File: src/rtl/musb_dmem_controller_pkg.sv
// Shared FSM encoding, byte-lane constants and store/lane helpers for the data-memory controller.
package musb_dmem_controller_pkg;

  typedef enum logic [1:0] {
    ST_IDLE = 2'd0,
    ST_BUSY = 2'd1,
    ST_DONE = 2'd2
  } dmem_state_e;

  localparam int unsigned DATA_W = 32;
  localparam int unsigned WADDR_W = 30;

  // Big-endian lane masks: byte offset 0 is the most significant lane.
  localparam logic [3:0] SEL_NONE    = 4'b0000;
  localparam logic [3:0] SEL_WORD    = 4'b1111;
  localparam logic [3:0] SEL_HALF_HI = 4'b1100;
  localparam logic [3:0] SEL_HALF_LO = 4'b0011;
  localparam logic [3:0] SEL_BYTE0   = 4'b1000;

  // Lane enables for an access of the given size at the given byte offset.
  function automatic logic [3:0] lane_sel(input logic is_byte, input logic is_half,
                                          input logic [1:0] offset);
    logic [3:0] sel;
    sel = SEL_WORD;
    if (is_byte) begin
      sel = SEL_BYTE0 >> offset;
    end else if (is_half) begin
      sel = offset[1] ? SEL_HALF_LO : SEL_HALF_HI;
    end
    return sel;
  endfunction

  // Replicate right-aligned store data across every lane so the selected lanes carry it.
  function automatic logic [DATA_W-1:0] store_replicate(input logic is_byte, input logic is_half,
                                                        input logic [DATA_W-1:0] data);
    logic [DATA_W-1:0] rep;
    rep = data;
    if (is_byte) begin
      rep = {4{data[7:0]}};
    end else if (is_half) begin
      rep = {2{data[15:0]}};
    end
    return rep;
  endfunction

endpackage

File: src/rtl/musb_load_formatter.sv
// Extracts the addressed byte/halfword from a big-endian bus word and zero- or sign-extends it.
module musb_load_formatter
  import musb_dmem_controller_pkg::*;
(
  input  logic [31:0] rd_data,
  input  logic [1:0]  offset,
  input  logic        is_byte,
  input  logic        is_half,
  input  logic        sign_extend,
  output logic [31:0] data_c
);

  logic [7:0]  byte_c;
  logic [15:0] half_c;

  // Lane extraction then extension; word loads pass straight through.
  always_comb begin
    byte_c = rd_data[31:24];
    case (offset)
      2'd0:    byte_c = rd_data[31:24];
      2'd1:    byte_c = rd_data[23:16];
      2'd2:    byte_c = rd_data[15:8];
      default: byte_c = rd_data[7:0];
    endcase
    half_c = offset[1] ? rd_data[15:0] : rd_data[31:16];
    data_c = rd_data;
    if (is_byte) begin
      data_c = {{24{sign_extend & byte_c[7]}}, byte_c};
    end else if (is_half) begin
      data_c = {{16{sign_extend & half_c[15]}}, half_c};
    end
  end

endmodule

File: src/rtl/musb_dmem_controller.sv
// Load/store unit bridge between the MEM stage and a ready-handshake data memory.
module musb_dmem_controller
  import musb_dmem_controller_pkg::*;
#(
  parameter int unsigned TIMEOUT_CYCLES = 255
) (
  input  logic        clk,
  input  logic        rst,
  input  logic [31:0] mem_address,
  input  logic [31:0] mem_wr_data,
  input  logic        mem_read,
  input  logic        mem_write,
  input  logic        mem_byte,
  input  logic        mem_halfword,
  input  logic        mem_sign_extend,
  input  logic        mem_hold,
  input  logic        mem_kill,
  output logic [29:0] dmem_address,
  output logic [31:0] dmem_wr_data,
  output logic [3:0]  dmem_sel,
  output logic        dmem_we,
  output logic        dmem_enable,
  input  logic        dmem_ready,
  input  logic [31:0] dmem_rd_data,
  output logic [31:0] mem_rd_data,
  output logic        dmem_request_stall,
  output logic        exc_address_error_load,
  output logic        exc_address_error_store,
  output logic        exc_bus_error
);

  localparam int unsigned CNT_W = (TIMEOUT_CYCLES > 1) ? $clog2(TIMEOUT_CYCLES) : 1;

  dmem_state_e        state_q, state_d;
  logic [CNT_W-1:0]   timeout_cnt_q;
  logic               killed_q;
  logic [1:0]         offset_q;
  logic               byte_q, half_q, sext_q, read_q;
  logic [DATA_W-1:0]  rd_data_q;
  logic [DATA_W-1:0]  load_data_c;

  logic is_word_c, misaligned_c, access_c, request_c, timeout_hit_c;
  logic accept_c, finish_c, expire_c, kill_now_c;

  musb_load_formatter u_load_formatter (
    .rd_data     (dmem_rd_data),
    .offset      (offset_q),
    .is_byte     (byte_q),
    .is_half     (half_q),
    .sign_extend (sext_q),
    .data_c      (load_data_c)
  );

  // Request qualification; the faulting access is not reissued while its bus error is reported.
  always_comb begin
    is_word_c     = ~mem_byte & ~mem_halfword;
    misaligned_c  = (~mem_byte & mem_halfword & mem_address[0]) |
                    (is_word_c & (mem_address[1:0] != 2'b00));
    access_c      = (mem_read | mem_write) & ~mem_kill;
    request_c     = access_c & ~misaligned_c & ~exc_bus_error;
    timeout_hit_c = (timeout_cnt_q == CNT_W'(TIMEOUT_CYCLES - 1));
    kill_now_c    = killed_q | mem_kill;
  end

  // State register.
  always_ff @(posedge clk) begin
    if (rst) begin
      state_q <= ST_IDLE;
    end else begin
      state_q <= state_d;
    end
  end

  // Next state, stall and address-error outputs.
  always_comb begin
    state_d                 = state_q;
    accept_c                = 1'b0;
    finish_c                = 1'b0;
    expire_c                = 1'b0;
    dmem_request_stall      = 1'b0;
    exc_address_error_load  = 1'b0;
    exc_address_error_store = 1'b0;
    case (state_q)
      ST_IDLE: begin
        dmem_request_stall      = request_c;
        exc_address_error_load  = access_c & misaligned_c & mem_read;
        exc_address_error_store = access_c & misaligned_c & mem_write;
        if (request_c) begin
          accept_c = 1'b1;
          state_d  = ST_BUSY;
        end
      end
      ST_BUSY: begin
        dmem_request_stall = ~dmem_ready;
        if (dmem_ready) begin
          finish_c = 1'b1;
          state_d  = (mem_hold & ~kill_now_c) ? ST_DONE : ST_IDLE;
        end else if (timeout_hit_c) begin
          expire_c = 1'b1;
          state_d  = ST_IDLE;
        end
      end
      ST_DONE: begin
        if (!mem_hold) begin
          state_d = ST_IDLE;
        end
      end
      default: state_d = ST_IDLE;
    endcase
    if (rst) begin
      dmem_request_stall      = 1'b0;
      exc_address_error_load  = 1'b0;
      exc_address_error_store = 1'b0;
    end
  end

  // Bus-side registers, timeout counter and captured load data.
  always_ff @(posedge clk) begin
    if (rst) begin
      dmem_address  <= '0;
      dmem_wr_data  <= '0;
      dmem_sel      <= SEL_NONE;
      dmem_we       <= 1'b0;
      dmem_enable   <= 1'b0;
      exc_bus_error <= 1'b0;
      timeout_cnt_q <= '0;
      killed_q      <= 1'b0;
      offset_q      <= 2'b00;
      byte_q        <= 1'b0;
      half_q        <= 1'b0;
      sext_q        <= 1'b0;
      read_q        <= 1'b0;
      rd_data_q     <= '0;
    end else begin
      exc_bus_error <= 1'b0;
      if (accept_c) begin
        dmem_address  <= mem_address[31:2];
        dmem_wr_data  <= store_replicate(mem_byte, mem_halfword, mem_wr_data);
        dmem_sel      <= lane_sel(mem_byte, mem_halfword, mem_address[1:0]);
        dmem_we       <= mem_write;
        dmem_enable   <= 1'b1;
        timeout_cnt_q <= '0;
        killed_q      <= 1'b0;
        offset_q      <= mem_address[1:0];
        byte_q        <= mem_byte;
        half_q        <= mem_halfword;
        sext_q        <= mem_sign_extend;
        read_q        <= mem_read;
      end
      if (state_q == ST_BUSY) begin
        timeout_cnt_q <= timeout_cnt_q + CNT_W'(1);
        if (mem_kill) begin
          killed_q <= 1'b1;
        end
      end
      if (finish_c) begin
        dmem_enable <= 1'b0;
        dmem_we     <= 1'b0;
        if (read_q && !kill_now_c) begin
          rd_data_q <= load_data_c;
        end
      end
      if (expire_c) begin
        dmem_enable   <= 1'b0;
        dmem_we       <= 1'b0;
        exc_bus_error <= ~kill_now_c;
      end
    end
  end

  // Load data is live in the ready cycle so the pipeline can advance; held from the register after.
  always_comb begin
    mem_rd_data = rd_data_q;
    if (rst) begin
      mem_rd_data = '0;
    end else if (finish_c && !kill_now_c) begin
      mem_rd_data = load_data_c;
    end
  end

endmodule

File: config.mk
export PLATFORM = sky130hd
export DESIGN_NAME = musb_dmem_controller
export DESIGN_NICKNAME = d
export VERILOG_FILES = /design/src/rtl/musb_dmem_controller_pkg.sv /design/src/rtl/musb_load_formatter.sv /design/src/rtl/musb_dmem_controller.sv
export SDC_FILE = /design/constraint.sdc
export NUM_CORES = 1
export LEC_CHECK = 0
export CORE_MARGIN = 4
export CORE_UTILIZATION = 50
export DETAILED_ROUTE_END_ITERATION = 10
export GPL_TIMING_DRIVEN = 0
export PLACE_DENSITY = 0.95
export SLEW_MARGIN = 20
export SYNTH_ARGS = -nofsm -noshare
export SYNTH_HDL_FRONTEND = slang
export SYNTH_HIERARCHICAL = 1
export SYNTH_SLANG_ARGS = --single-unit
export TNS_END_PERCENT = 50
File: constraint.sdc
create_clock -name clk -period 3.04 [get_ports clk]
set_input_delay 0.304 -clock clk [delete_from_list [all_inputs] [get_ports clk]]
set_output_delay 0.304 -clock clk [all_outputs]
set_load 0.005 [all_outputs]
==> flow_metrics.py <==
metrics = {
    "timing": {
        "setup_viol": 0,
        "finalCritPeriodShare": 0.9852,
        "rsz0062_at_grt": "true",
        "timing_max_transition_violations_final": 0,
        "setup_total_negative_slack_ns": 0,
        "worst-slew-pin-transition_ns": 0.5819,
        "max-slew-margin-rel": 0.6106,
        "timing.clock.skew_ns": 0.01182,
        "clock.fmax_mhz": 333.9,
        "post-route-worst-setup-slack_ns": 0.04496,
        "final.min_clock_period_ns": 2.995,
        "finalHoldViolations": 0,
    },
    "synthesis": {
        "synth.avg_cell_area_um2": 7.619,
        "area_share_of_the_largest_cell_type_after_synthesis": 0.3800,
        "async_reset_ff_frac": 0,
        "synthCells": 816,
        "fraction_of_the_yosys_area_taken_by_sequential_cells": 0.3800,
        "yosys-top-cells-area": "sky130_fd_sc_hd__dfxtp_1 (38%), sky130_fd_sc_hd__a21oi_1 (12%), sky130_fd_sc_hd__nand2_1 (10%), sky130_fd_sc_hd__o21ai_0 (6.5%), sky130_fd_sc_hd__nand3_1 (5.9%)",
        "mappedNetlistArea_um2": 6217,
        "dominantRegCellSynth": "sky130_fd_sc_hd__dfxtp_1",
        "synth_common_cells": "sky130_fd_sc_hd__nand2_1 (167), sky130_fd_sc_hd__a21oi_1 (147), sky130_fd_sc_hd__dfxtp_1 (118), sky130_fd_sc_hd__o21ai_0 (81), sky130_fd_sc_hd__nand3_1 (73)",
        "post_synth_num_cell_types": 52,
        "yosys_register_bits": 118,
        "synth_area_leader_cell": "sky130_fd_sc_hd__dfxtp_1",
        "synth.most_common_cell": "sky130_fd_sc_hd__nand2_1",
        "synth.net_count": 924,
        "synthesis.yosys.warnings": 6,
        "number_of_enable_flip_flop_cells_after_synthesis": 0,
    },
    "layout": {
        "finish.instance_area_um2": 9146,
        "drive_above_1_share": 0.09470,
        "area.growth.synth_to_final_pct": 47.11,
        "nets": 1151,
        "finish.cell_count_without_fillers": 1224,
        "n_antenna_cell": 0,
    },
    "detailed_routing": {
        "remaining_drc_errors": 0,
        "viasPerCell": 6.093,
        "routed_wire_length_per_instance_um": 19.10,
        "totalWireLength_mm": 23.38,
        "antenna_violating_nets_post_route": 0,
        "detail_route.iter0.violations": 896,
        "pre_antenna_drt_iters": 6,
        "route.vias.total": 7458,
    },
    "critical_path": {
        "timing.setup.critical_path_class": "reg -> out",
        "timing.critical_path.to_type": "output port",
        "start_kind": "flop",
        "critPathMaxFanout": 10,
        "crit_required_ns": 2.74,
        "worst-endpoint-arrival_ns": 2.69,
    },
    "status": {
        "outcome": "complete, no violations",
    },
    "grt": {
        "grt-ovfl-total": 0,
        "first_global_vias": 7249,
        "grt_first_pass_wirelength_mm": 36.51,
        "grt_antenna_before_repair": 0,
        "grt_start_max_net_pins": 17,
        "track_usage": 0.3145,
    },
    "clock_tree": {
        "clk_pin_slew_ns": 0.06,
        "deepest_clock_path_buffer_count": 2,
        "clk_latency_ns": 0.43,
        "cts_max_level": 4,
        "cts-root-buf": "sky130_fd_sc_hd__clkbuf_16",
        "cts_inserted_buffers": 17,
        "numClockSinks": 118,
        "tritoncts": "yes",
    },
    "placed_design": {
        "place.gp.congestion": 0.9390,
        "dp_worst_setup_slack_ns": 0.2422,
        "place_area_um2": 8509,
        "placedCellCount": 1192,
        "placement.io_buffers": 208,
        "post-dp-hpwl_mm": 16.49,
    },
    "die": {
        "placementRows": 40,
        "design.portCount": 210,
        "design.die.area_um2": 14280,
        "effective_utilization_at_floorplan": 0.5133,
        "coreArea_um2": 12110,
        "floorplan.die.height_um": 119.5,
        "die_width_um": 119.5,
    },
    "pwr": {
        "power_leakage_nw": 3.279,
        "ir_drop_uv": 537.4,
        "power-per-cell-area_nw_per_um2": 500.9,
    },
    "hold_path": {
        "hold_path.class": "in -> reg",
    },
    "job": {
        "cap_viol_max_count": 0,
    },
}
==> report_power, final <==
group | total [mW] | switching, mW | internal [mW]
clock network | 2.11 | 0.788 | 1.32
logic | 0.811 | 0.418 | 0.393
registers | 1.66 | 0.0481 | 1.61
==> final timing paths <==
path	startpoint	endpoint	slack, ns	depth (start not counted)
setup / recovery	byte_q	mem_rd_data[3]	0.04	7
hold / removal	mem_address[15]	dmem_address[13]	0.43	3
setup reg to reg	byte_q	rd_data_q[3]	1.27	6
hold reg to reg	rd_data_q[15]	rd_data_q[15]	0.45	2
==> layout make-up <==
cell class / instances / area [µm²]
Multi-Input combinational cell: 614 / 3423
Fill cell: 859 / 2965
Sequential cell: 118 / 2362
Timing Repair Buffer: 208 / 2082
Clock buffer: 19 / 442.9
Buffer: 80 / 439.2
Tap cell: 168 / 210.2
Clock inverter: 13 / 171.4
Inverter: 4 / 15.01
==> kinds of logic after synthesis <==
logic type      after synthesis  synth area share
flops                       118            0.3800
mux                          34           0.05655
compound gates              284            0.2661
buf+inv                      84           0.07285
xor+xnor                      1          0.001409
fa+ha+maj                     2          0.004024
simple gates                293            0.2192
==> cell usage in the layout (no fill, tap or decap), types with 3 or more instances in the layout <==
cell / Yosys / routed
sky130_fd_sc_hd__nand3_1: 73 / 73
sky130_fd_sc_hd__a311oi_1: 18 / 18
sky130_fd_sc_hd__buf_2: 25 / 25
sky130_fd_sc_hd__and3_1: 3 / 3
sky130_fd_sc_hd__nand2b_1: 15 / 15
sky130_fd_sc_hd__inv_1: 4 / 4
sky130_fd_sc_hd__o2111ai_1: 3 / 3
sky130_fd_sc_hd__a221oi_2: 0 / 3
sky130_fd_sc_hd__inv_6: 0 / 3
sky130_fd_sc_hd__buf_6: 6 / 6
sky130_fd_sc_hd__clkdlybuf4s50_1: 0 / 208
sky130_fd_sc_hd__and4_1: 3 / 3
sky130_fd_sc_hd__buf_4: 15 / 15
sky130_fd_sc_hd__dfxtp_1: 118 / 118
sky130_fd_sc_hd__and3b_1: 8 / 8
sky130_fd_sc_hd__nor2_1: 4 / 3
sky130_fd_sc_hd__a211oi_1: 11 / 11
sky130_fd_sc_hd__clkinvlp_4: 0 / 5
sky130_fd_sc_hd__a221oi_1: 8 / 5
sky130_fd_sc_hd__nand4_1: 3 / 3
sky130_fd_sc_hd__clkbuf_1: 29 / 29
sky130_fd_sc_hd__nand2_1: 167 / 167
sky130_fd_sc_hd__mux2i_1: 31 / 31
sky130_fd_sc_hd__bufinv_16: 0 / 3
sky130_fd_sc_hd__clkbuf_16: 0 / 17
sky130_fd_sc_hd__clkbuf_2: 4 / 5
sky130_fd_sc_hd__o31ai_1: 4 / 4
sky130_fd_sc_hd__nor3_1: 4 / 4
sky130_fd_sc_hd__a21oi_1: 147 / 147
sky130_fd_sc_hd__o21ai_0: 81 / 81
==> metal layers <==
metal,global-route usage,routed length [µm],up-vias
met3,0.09614,2675,94
met4,0.1482,1015,0
met2,0.5258,11080,551
met5,0,0,-
li1,-,-,3363
met1,0.3687,8607,3450
==> sequential cells by signal, summed over array words and instances (netlist names) <==
name           count
half_q             1
dmem_we            1
killed_q           1
dmem_address      30
rd_data_q         32
byte_q             1
state_q            2
sext_q             1
timeout_cnt_q      8
read_q             1
exc_bus_error      1
dmem_sel           4
offset_q           2
dmem_wr_data      32
dmem_enable        1
==> what timing repair did <==
item | 4_1_cts | 5_1_grt
resized for setup | 0 | 6
setup buffers | 0 | 0
endpoints found under the setup margin | 0 | 11
hold endpoints to repair | 0 | 0
hold buffers | 0 | 0
==> per-stage QoR <==
| step | hold slack, ns | power (mW) | util |
|---|---|---|---|
| after floorplan | 0.4333 | 2.056 | - |
| after global placement | 0.4424 | 2.454 | 0.7026 |
| after detailed placement | 0.4469 | 2.468 | 0.7026 |
| after CTS | 0.4263 | 4.544 | 0.7533 |
| after global routing | 0.4480 | 4.693 | 0.7552 |
| final | 0.4340 | 4.581 | 0.7552 |
==> worst max-delay path, cell delays in order (launching register included) <==
cell                              delay (ns)
sky130_fd_sc_hd__dfxtp_1                0.35
sky130_fd_sc_hd__buf_2                  0.21
sky130_fd_sc_hd__and2_0                 0.17
sky130_fd_sc_hd__clkbuf_1               0.21
sky130_fd_sc_hd__a221oi_1               0.51
sky130_fd_sc_hd__nand2_1                0.09
sky130_fd_sc_hd__a21oi_1                0.19
sky130_fd_sc_hd__clkdlybuf4s50_1        0.53
Power figures use the tool's default switching activity.
